===== config.mk =====
export PLATFORM = sky130hd
export DESIGN_NAME = ex_stage_unit
export DESIGN_NICKNAME = d
export VERILOG_FILES = /design/src/rtl/ex_pkg.sv /design/src/rtl/alu64.sv /design/src/rtl/ex_stage_unit.sv
export SDC_FILE = /design/constraint.sdc
export NUM_CORES = 1
export LEC_CHECK = 0
export BUFFER_PORTS_ARGS = -buffer_cell sky130_fd_sc_hd__buf_2
export CELL_PAD_IN_SITES_DETAIL_PLACEMENT = 0
export CELL_PAD_IN_SITES_GLOBAL_PLACEMENT = 1
export CORE_MARGIN = 3
export CORE_UTILIZATION = 31
export DETAILED_ROUTE_END_ITERATION = 10
export PLACE_DENSITY_LB_ADDON = 0.1
export SLEW_MARGIN = 10
export SYNTH_ARGS = -nofsm -noshare
export SYNTH_HDL_FRONTEND = slang
export SYNTH_SLANG_ARGS = --single-unit

===== constraint.sdc =====
create_clock -name clk -period 63.3 [get_ports clk]
set_clock_uncertainty 0.1 [all_clocks]
set_input_delay 12.66 -clock clk [delete_from_list [all_inputs] [get_ports clk]]
set_output_delay 12.66 -clock clk [all_outputs]
set_load 0.02 [all_outputs]

===== src/rtl/ex_pkg.sv =====
// Shared constants and types for the LEGv8 execute stage.
package ex_pkg;

  // ALU operation encodings carried in ALUop
  localparam logic [2:0] ALU_PASSB = 3'b000;
  localparam logic [2:0] ALU_ADD   = 3'b010;
  localparam logic [2:0] ALU_SUB   = 3'b011;
  localparam logic [2:0] ALU_AND   = 3'b100;
  localparam logic [2:0] ALU_OR    = 3'b101;
  localparam logic [2:0] ALU_XOR   = 3'b110;

  // Operand forward selects; 2'b11 falls back to the register value
  localparam logic [1:0] FWD_REG = 2'b00;
  localparam logic [1:0] FWD_WB  = 2'b01;
  localparam logic [1:0] FWD_MEM = 2'b10;

  // Architectural condition flags in {N,Z,V,C} order
  typedef struct packed {
    logic n;
    logic z;
    logic v;
    logic c;
  } flags_t;

endpackage


===== src/rtl/alu64.sv =====
// WIDTH-bit ALU with an explicit ripple carry chain and N/Z/V/C flags.
module alu64
  import ex_pkg::*;
#(
  parameter int WIDTH = 64
) (
  input  logic [WIDTH-1:0] a,
  input  logic [WIDTH-1:0] b,
  input  logic [2:0]       op,
  output logic [WIDTH-1:0] res,
  output logic             n,
  output logic             z,
  output logic             v,
  output logic             c
);

  logic [WIDTH-1:0] b_eff;
  logic [WIDTH-1:0] sum;
  logic             carry_msb;
  logic             is_arith;

  // Subtraction reuses the adder as A + ~B + 1
  always_comb begin
    is_arith = (op == ALU_ADD) || (op == ALU_SUB);
    b_eff    = (op == ALU_SUB) ? ~b : b;
  end

  // Bit-serial carry chain; the carry-in is the +1 of subtraction
  always_comb begin
    logic cy;
    sum = '0;
    cy  = (op == ALU_SUB);
    for (int i = 0; i < WIDTH; i++) begin
      sum[i] = a[i] ^ b_eff[i] ^ cy;
      cy     = (a[i] & b_eff[i]) | (cy & (a[i] ^ b_eff[i]));
    end
    carry_msb = cy;
  end

  // Operation select; unused encodings produce zero
  always_comb begin
    res = '0;
    case (op)
      ALU_PASSB:        res = b;
      ALU_ADD, ALU_SUB: res = sum;
      ALU_AND:          res = a & b;
      ALU_OR:           res = a | b;
      ALU_XOR:          res = a ^ b;
      default:          res = '0;
    endcase
  end

  // Flags; carry and overflow only have meaning for add/sub
  always_comb begin
    n = res[WIDTH-1];
    z = (res == '0);
    c = is_arith & carry_msb;
    v = is_arith & (a[WIDTH-1] == b_eff[WIDTH-1]) & (sum[WIDTH-1] != a[WIDTH-1]);
  end

endmodule


===== src/rtl/ex_stage_unit.sv =====
// Execute stage: operand forwarding, ALU, BL result mux and the N/Z/V/C flag register
// with a same-cycle bypass so B.cond in ID sees flags from an ADDS/SUBS in EX.
module ex_stage_unit
  import ex_pkg::*;
#(
  parameter int WIDTH = 64
) (
  input  logic             clk,
  input  logic             reset,
  input  logic [WIDTH-1:0] ReadData1,
  input  logic [WIDTH-1:0] ReadData2,
  input  logic [WIDTH-1:0] ALU_or_DT,
  input  logic [WIDTH-1:0] alu_result_mem,
  input  logic [WIDTH-1:0] alu_result_wb,
  input  logic [WIDTH-1:0] BLT,
  input  logic [2:0]       ALUop,
  input  logic             ALUsrc,
  input  logic             update,
  input  logic             cbz_id,
  input  logic             BLsignal,
  input  logic [1:0]       forwardA,
  input  logic [1:0]       forwardB,
  output logic [WIDTH-1:0] alu_result,
  output logic             negative,
  output logic             zero,
  output logic             overflow,
  output logic             carry_out
);

  logic [WIDTH-1:0] op_a;
  logic [WIDTH-1:0] fwd_b;
  logic [WIDTH-1:0] op_b;
  logic [WIDTH-1:0] alu_res;
  flags_t           alu_flags;
  flags_t           flags_d;
  flags_t           flags_q;

  // Forwarding muxes for both operands, then immediate/address select for B
  always_comb begin
    case (forwardA)
      FWD_MEM: op_a = alu_result_mem;
      FWD_WB:  op_a = alu_result_wb;
      default: op_a = ReadData1;
    endcase
    case (forwardB)
      FWD_MEM: fwd_b = alu_result_mem;
      FWD_WB:  fwd_b = alu_result_wb;
      default: fwd_b = ReadData2;
    endcase
    op_b = ALUsrc ? ALU_or_DT : fwd_b;
  end

  alu64 #(
    .WIDTH(WIDTH)
  ) u_alu (
    .a   (op_a),
    .b   (op_b),
    .op  (ALUop),
    .res (alu_res),
    .n   (alu_flags.n),
    .z   (alu_flags.z),
    .v   (alu_flags.v),
    .c   (alu_flags.c)
  );

  // Next flag state: load on flag-setting ops, otherwise hold
  always_comb begin
    flags_d = update ? alu_flags : flags_q;
  end

  // Flag register, cleared asynchronously so reset beats a coincident update
  always_ff @(posedge clk or negedge reset) begin
    if (!reset) begin
      flags_q <= '0;
    end else begin
      flags_q <= flags_d;
    end
  end

  // Stage outputs: BL overrides the result, flags bypass when updating, CBZ sees live Z
  always_comb begin
    alu_result = BLsignal ? BLT : alu_res;
    negative   = update ? alu_flags.n : flags_q.n;
    overflow   = update ? alu_flags.v : flags_q.v;
    carry_out  = update ? alu_flags.c : flags_q.c;
    zero       = (update || cbz_id) ? alu_flags.z : flags_q.z;
  end

endmodule


## After elaboration in Yosys (flattened, before gate mapping)

Index checks and enable logic that the tools add are counted.

- Bits in registers: 4
- Input port bits: 397
- Output and inout port bits: 68
- Word-level logic and storage cells: 357

- Equal/unequal tests: 11
- Muxes and demuxes: 10
- Bitwise logic cells: 327
- Reductions and logical operators: 5

Operators with widths:

| cell | number |
|---|---|
| one-hot mux 64 bit (5 select lines) | 1 |
| one-hot mux 64 bit (2 select lines) | 2 |
| two-way mux 64 bit | 3 |
| bitwise AND 1 bit | 131 |
| XOR 1 bit | 128 |
| bitwise AND 64 bit | 1 |
| logical NOT 64 bit | 1 |
| inverter 64 bit | 1 |
| OR 1 bit | 64 |
| OR 64 bit | 1 |
| XOR 64 bit | 1 |
| == test 3 bit, second input constant | 3 |
| == test 3 x 2 -> 1 bit, second input constant | 2 |
| == test 2 x 1 -> 1 bit, second input constant | 2 |
| == test 2 bit, second input constant | 2 |
| two-way mux 1 bit | 4 |
| logical NOT 3 bit | 1 |
| logical OR 1 bit | 2 |
| OR reduction 2 bit | 1 |
| == test 1 bit | 1 |
| inequality test 1 bit | 1 |

## Depth between registers and ports, before layout

- Word-level depth: 136
- Mapped depth: 80
- Mapped depth without buffers: 77

## Cells and area by module

Synthesis repeated with hierarchy kept, for this count alone.

- Cells, all modules: 1,387
- Area, all modules: 10,996.8 um^2

Modules (own cells, without submodules):

| module | instances | cells each | area each (um^2) | sequential area each (um^2) |
|---|---|---|---|---|
| alu64 | 1 | 779 | 6,633.9 | 0.0 |
| ex_stage_unit | 1 | 608 | 4,362.9 | 100.1 |

## Least setup slack after synthesis

OpenSTA, ideal clock, no wires.

- Path kind: input to output
- From: input ALUop[0]
- To: output zero
- Data arrival time: 44,132 ps
- Required time: 50,540 ps
- Slack: 6,408 ps
- Stages: 80
- Path buffers: 7
- Cells stage by stage: buf_2 -> buf_2 -> clkbuf_1 -> buf_2 -> buf_2 -> buf_1 -> nand2_1 -> clkbuf_1 -> o21ai_0 -> fa_1 -> fa_1 -> inv_1 -> fa_1 -> fa_1 -> fa_1 -> fa_1 -> fa_1 -> fa_1 -> [... 44 more ...] -> fa_1 -> fa_1 -> fa_1 -> fa_1 -> fa_1 -> fa_1 -> fa_1 -> fa_1 -> fa_1 -> inv_1 -> fa_1 -> nor2b_1 -> o21ai_0 -> nand4_1 -> nor4_1 -> nand4_1 -> or4_4 -> o31ai_1

- Word-level cells in the longest chain between the ends: 133
- Elaborated cells between the ends (all ways): 328
- Those cells by class: eq/ne (5); mux (3); bitwise (317); reduce/logical (3)

RTL lines:

| item | RTL line | RTL |
|---|---|---|
| from (decl) | ex_stage_unit.sv:16 | `input logic [2:0] ALUop,` |
| == test 3 x 2 -> 1 bit | alu64.sv:25, alu64.sv:32, alu64.sv:43 |  |
| two-way mux 64 bit | alu64.sv:25 | `b_eff = (op == ALU_SUB) ? ~b : b;` |
| XOR 1 bit | alu64.sv:34, alu64.sv:35 |  |
| bitwise AND 1 bit | alu64.sv:35 | `cy = (a[i] & b_eff[i]) \| (cy & (a[i] ^ b_eff[i]));` |
| OR 1 bit | alu64.sv:35 |  |
| bitwise AND 1 bit | alu64.sv:35 |  |
| OR 1 bit | alu64.sv:35 |  |
| bitwise AND 1 bit | alu64.sv:35 |  |
| [... 117 more ...] | n/a |  |
| bitwise AND 1 bit | alu64.sv:35 |  |
| OR 1 bit | alu64.sv:35 |  |
| bitwise AND 1 bit | alu64.sv:35 |  |
| OR 1 bit | alu64.sv:35 |  |
| XOR 1 bit | alu64.sv:34 | `sum[i] = a[i] ^ b_eff[i] ^ cy;` |
| one-hot mux 64 bit (5 select lines) (*) | alu64.sv:43 | `case (op)` |
| logical NOT 64 bit (*) | alu64.sv:56 | `z = (res == '0);` |
| two-way mux 1 bit (*) | ex_stage_unit.sv:86 | `zero = (update \|\| cbz_id) ? alu_flags.z : flags_q.z;` |
| to (decl) | ex_stage_unit.sv:25 | `output logic zero,` |

Mark *: on every way between the ends. The rest lies on a longest branch, timed or not.

## Final worst setup path

- From: input forwardB[0]
- To: output zero

- Word-level cells in the longest chain between the ends: 136
- Elaborated cells between the ends (all ways): 329
- Those cells by class: eq/ne (2); mux (5); bitwise (321); reduce/logical (1)

RTL lines:

| item | RTL line | RTL |
|---|---|---|
| from (decl) | ex_stage_unit.sv:22 | `input logic [1:0] forwardB,` |
| == test 2 x 1 -> 1 bit or == test 2 bit (tied branches) | ex_stage_unit.sv:45 | `case (forwardB)` |
| one-hot mux 64 bit (2 select lines) (*) | ex_stage_unit.sv:45 |  |
| two-way mux 64 bit (*) | ex_stage_unit.sv:50 | `op_b = ALUsrc ? ALU_or_DT : fwd_b;` |
| inverter 64 bit | alu64.sv:25 |  |
| two-way mux 64 bit | alu64.sv:25 |  |
| XOR 1 bit | alu64.sv:34, alu64.sv:35 |  |
| bitwise AND 1 bit | alu64.sv:35 |  |
| OR 1 bit | alu64.sv:35 |  |
| [... 120 more ...] | n/a |  |
| bitwise AND 1 bit | alu64.sv:35 |  |
| OR 1 bit | alu64.sv:35 |  |
| bitwise AND 1 bit | alu64.sv:35 |  |
| OR 1 bit | alu64.sv:35 |  |
| XOR 1 bit | alu64.sv:34 |  |
| one-hot mux 64 bit (5 select lines) (*) | alu64.sv:43 |  |
| logical NOT 64 bit (*) | alu64.sv:56 |  |
| two-way mux 1 bit (*) | ex_stage_unit.sv:86 |  |

Marked as above.

==> results.tsv <==
stage	metric	value	unit
outcome	outcome	complete, no violations	
floorplan	dieHeight	189.0	µm
yosys	yosysWarnings	0	
layout	num-nets-final	2373	
floorplan	core-area	0.03278	mm²
yosys	yosysTopAreaCell	ha_1	
sta	fin_crit	58340	ps
sta	slew_headroom	14.59	%
layout	largestRegisters	flags_q (4)	
clock_tree	cts_root_buf	clkbuf_16	
worst_setup_path	critical_path.most_common_cell	fa_1	
routing	wire_per_inst	25.03	µm
worst_setup_path	cp-end-kind	primary output	
placement	finalWeightedCongestion	0.9366	
layout	drive_gt1_share	31.95	%
clock_tree	post-cts-setup-buffers	0	
routing	ant_nets	0	
worst_setup_path	r2r_slack	62410	ps
worst_setup_path	r2r_end	flags_q[0]$_DFFE_PN0P_	
worst_setup_path	crit_path_max_incr_delay	710	ps
yosys	synthTopCellsByCount	inv_1 (205), ha_1 (133), nand2_1 (128)	
clock_tree	cts.sinks	4	
sta	max_freq	17.14	MHz
sta	rsz0062_at_grt	no	
clock_tree	clkTransAtPathRegs	30	ps
yosys	syn_avg_cell_area	7.377	µm²
yosys	synth_async_sr_flop_share	100.0	%
yosys	synthesis.nets	2000	
global_route	track_usage	29.55	%
routing	via_per_inst	5.630	
global_route	antenna_found_initial	4	
yosys	syn_inst	1407	
clock_tree	cts_resized	0	
yosys	synth_ff_type	dfrtp_1	
power	power_density	13.77	mW/mm²
global_route	grt_overflow	0	
clock_tree	cts_tree	done	
routing	vias	12520	
flow_run	maxCapViolCount	0	
power	max-vdd-ir-drop	0.01235	mV
sta	setup_violations	0	
hold_path	min_from	flags_q[2]$_DFFE_PN0P_	
yosys	synth_most_common_cell	inv_1	
sta	fin_crit_sh	92.17	%
worst_setup_path	arrival	45580	ps
worst_setup_path	crit_path_max_fanout	37	
routing	drt-total-wl	55640	µm
hold_path	min_to	flags_q[2]$_DFFE_PN0P_	
yosys	synth_top_area_share	16.03	%
placement	dp.cells	2217	
clock_tree	cts_buffers	3	
placement	port_buffers	464	
floorplan	initial_core_util	31.66	%
yosys	netlist_top_cells_area	ha_1 (16%), fa_1 (12%), inv_1 (7.4%), a22oi_1 (7.2%), mux2_2 (5.2%)	
routing	drc	0	
clock_tree	postCtsHoldBufs	0	
floorplan	core.rowCount	66	
floorplan	fp.dieW	189.0	µm
yosys	synthesis.area	0.01038	mm²
routing	drtIter0Drc	1192	
yosys	ys_seq_elements	4	
hold_path	hp-class	flip-flop to flip-flop	
global_route	grt_pass1_wl	80060	µm
worst_setup_path	start_kind	input port	
clock_tree	clock_latency	230	ps
layout	syn2layout_area_growth	26.63	%
floorplan	die-area	0.03572	mm²
layout	largest_reg_flops	4	
clock_tree	cts_buffer_depth	2	
layout	final_cell_count_no_fill	2223	
hold_path	min_path_cells	2	
routing	drt-pass1-iter-count	6	
sta	fin_setup_tns	0	ps
yosys	synth_edf_count	0	
power	p_leak	0.006441	µW
yosys	synth_cell_types	62	
clock_tree	cts_max_level	1	
layout	regMostFlops	flags_q	
global_route	grt_max_degree	70	
worst_setup_path	r2r_start	flags_q[0]$_DFFE_PN0P_	
worst_setup_path	critPathKind	input port to primary output	
sta	hold_viol_final	0	
sta	worst_pin_slew	1249	ps
global_route	grt_pass1_vias	12580	
worst_setup_path	critical_path.slowest_cell	o31ai_1	
placement	hpwl	42820	µm
floorplan	num_io_pins	465	
worst_setup_path	rr_worst_depth	2	
worst_setup_path	cp.required	50540	ps
sta	drv_slew	0	
yosys	synth_seq_area_share	0.9643	%
critical path, delay by kind of cell:
kind                     cells  cell delay, ps
AO/OA/AOI/OAI                5            1600
buffers and inverters        5             590
AND/OR/NAND/NOR              6            1330
adder cells (fa/ha/maj)     63           29390
through the flow:
step                utilization (%)  cell area (µm²)  power [µW]  hold slack (ps)  setup slack, ps
finish                        40.09            13140       181.0            420.5             4958
global route                  40.08            13140       199.8            455.8             3817
CTS                           40.07            13140       181.2            416.0             4845
detailed placement            39.84            13060       169.2            410.1             4952
global placement              39.84            13060       169.3            406.1             5556
floorplan                         -            10380       107.6            389.2             6408
layer usage:
layer / routed length [µm] / vias up / share of wire, % / track usage (%)
li1: - / 5816 / - / -
met1: 22730 / 5922 / 41 / 38.02
met2: 26120 / 676 / 47 / 50.10
met3: 4730 / 97 / 8.5 / 5.221
met4: 2029 / 4 / 3.6 / 9.625
met5: 23 / - / 0.041 / 0
logic make-up (layout without fill, tap and decap cells):
group           Yosys count  after routing  share of synthesized area, %
compound gates          465            465                         33.23
simple gates            274            274                         12.37
other cells               0              3                             0
xor+xnor                 65             65                         5.485
flops                     4              4                        0.9644
mux                      71             71                         7.425
fa+ha+maj               196            196                         28.18
buf+inv                 332            703                         12.34
area by class of cell:
class	instances	area, µm²
antenna	3	7.507
clock buffer	3	75.07
fill	3538	19640
inverter	207	777.0
multi-input combinational	1071	9081
sequential	4	100.1
tap	442	553.0
timing repair buffer	493	2550
layout by cell type, fill, tap and decap left out, drive strengths merged, types with 6 or more instances in the layout:
master,instances
a211oi,20
buf,493
nor2b,27
a222oi,31
ha,133
mux2,48
o31ai,15
fa,63
nand4,6
nand2,128
o221ai,37
nor2,52
a22oi,100
nand2b,20
o21ai,102
xnor2,61
nand3,10
inv,207
a221o,31
o2bb2ai,16
a21oi,24
a221oi,21
mux2i,23
a22o,11
o211ai,10
o22ai,22
power by group:
group / leakage (µW) / internal [µW] / switching, µW
logic: 0.00635 / 66.1 / 102
registers: 0.0000531 / 2.83 / 0.0780
clock network: 0.0000370 / 8.09 / 2.00
worst max-delay path by stage:
stage	from	end	slack [ps]	cells past startpoint
final	forwardB[0]	zero	4960	79
after global routing	forwardB[0]	zero	3820	79
after CTS	forwardB[0]	zero	4850	79
after detailed placement	forwardB[0]	zero	4950	79
after global placement	forwardB[0]	zero	5560	79
after floorplan	ALUop[0]	zero	6410	80
No activity file was read; power rests on OpenSTA's default activity.
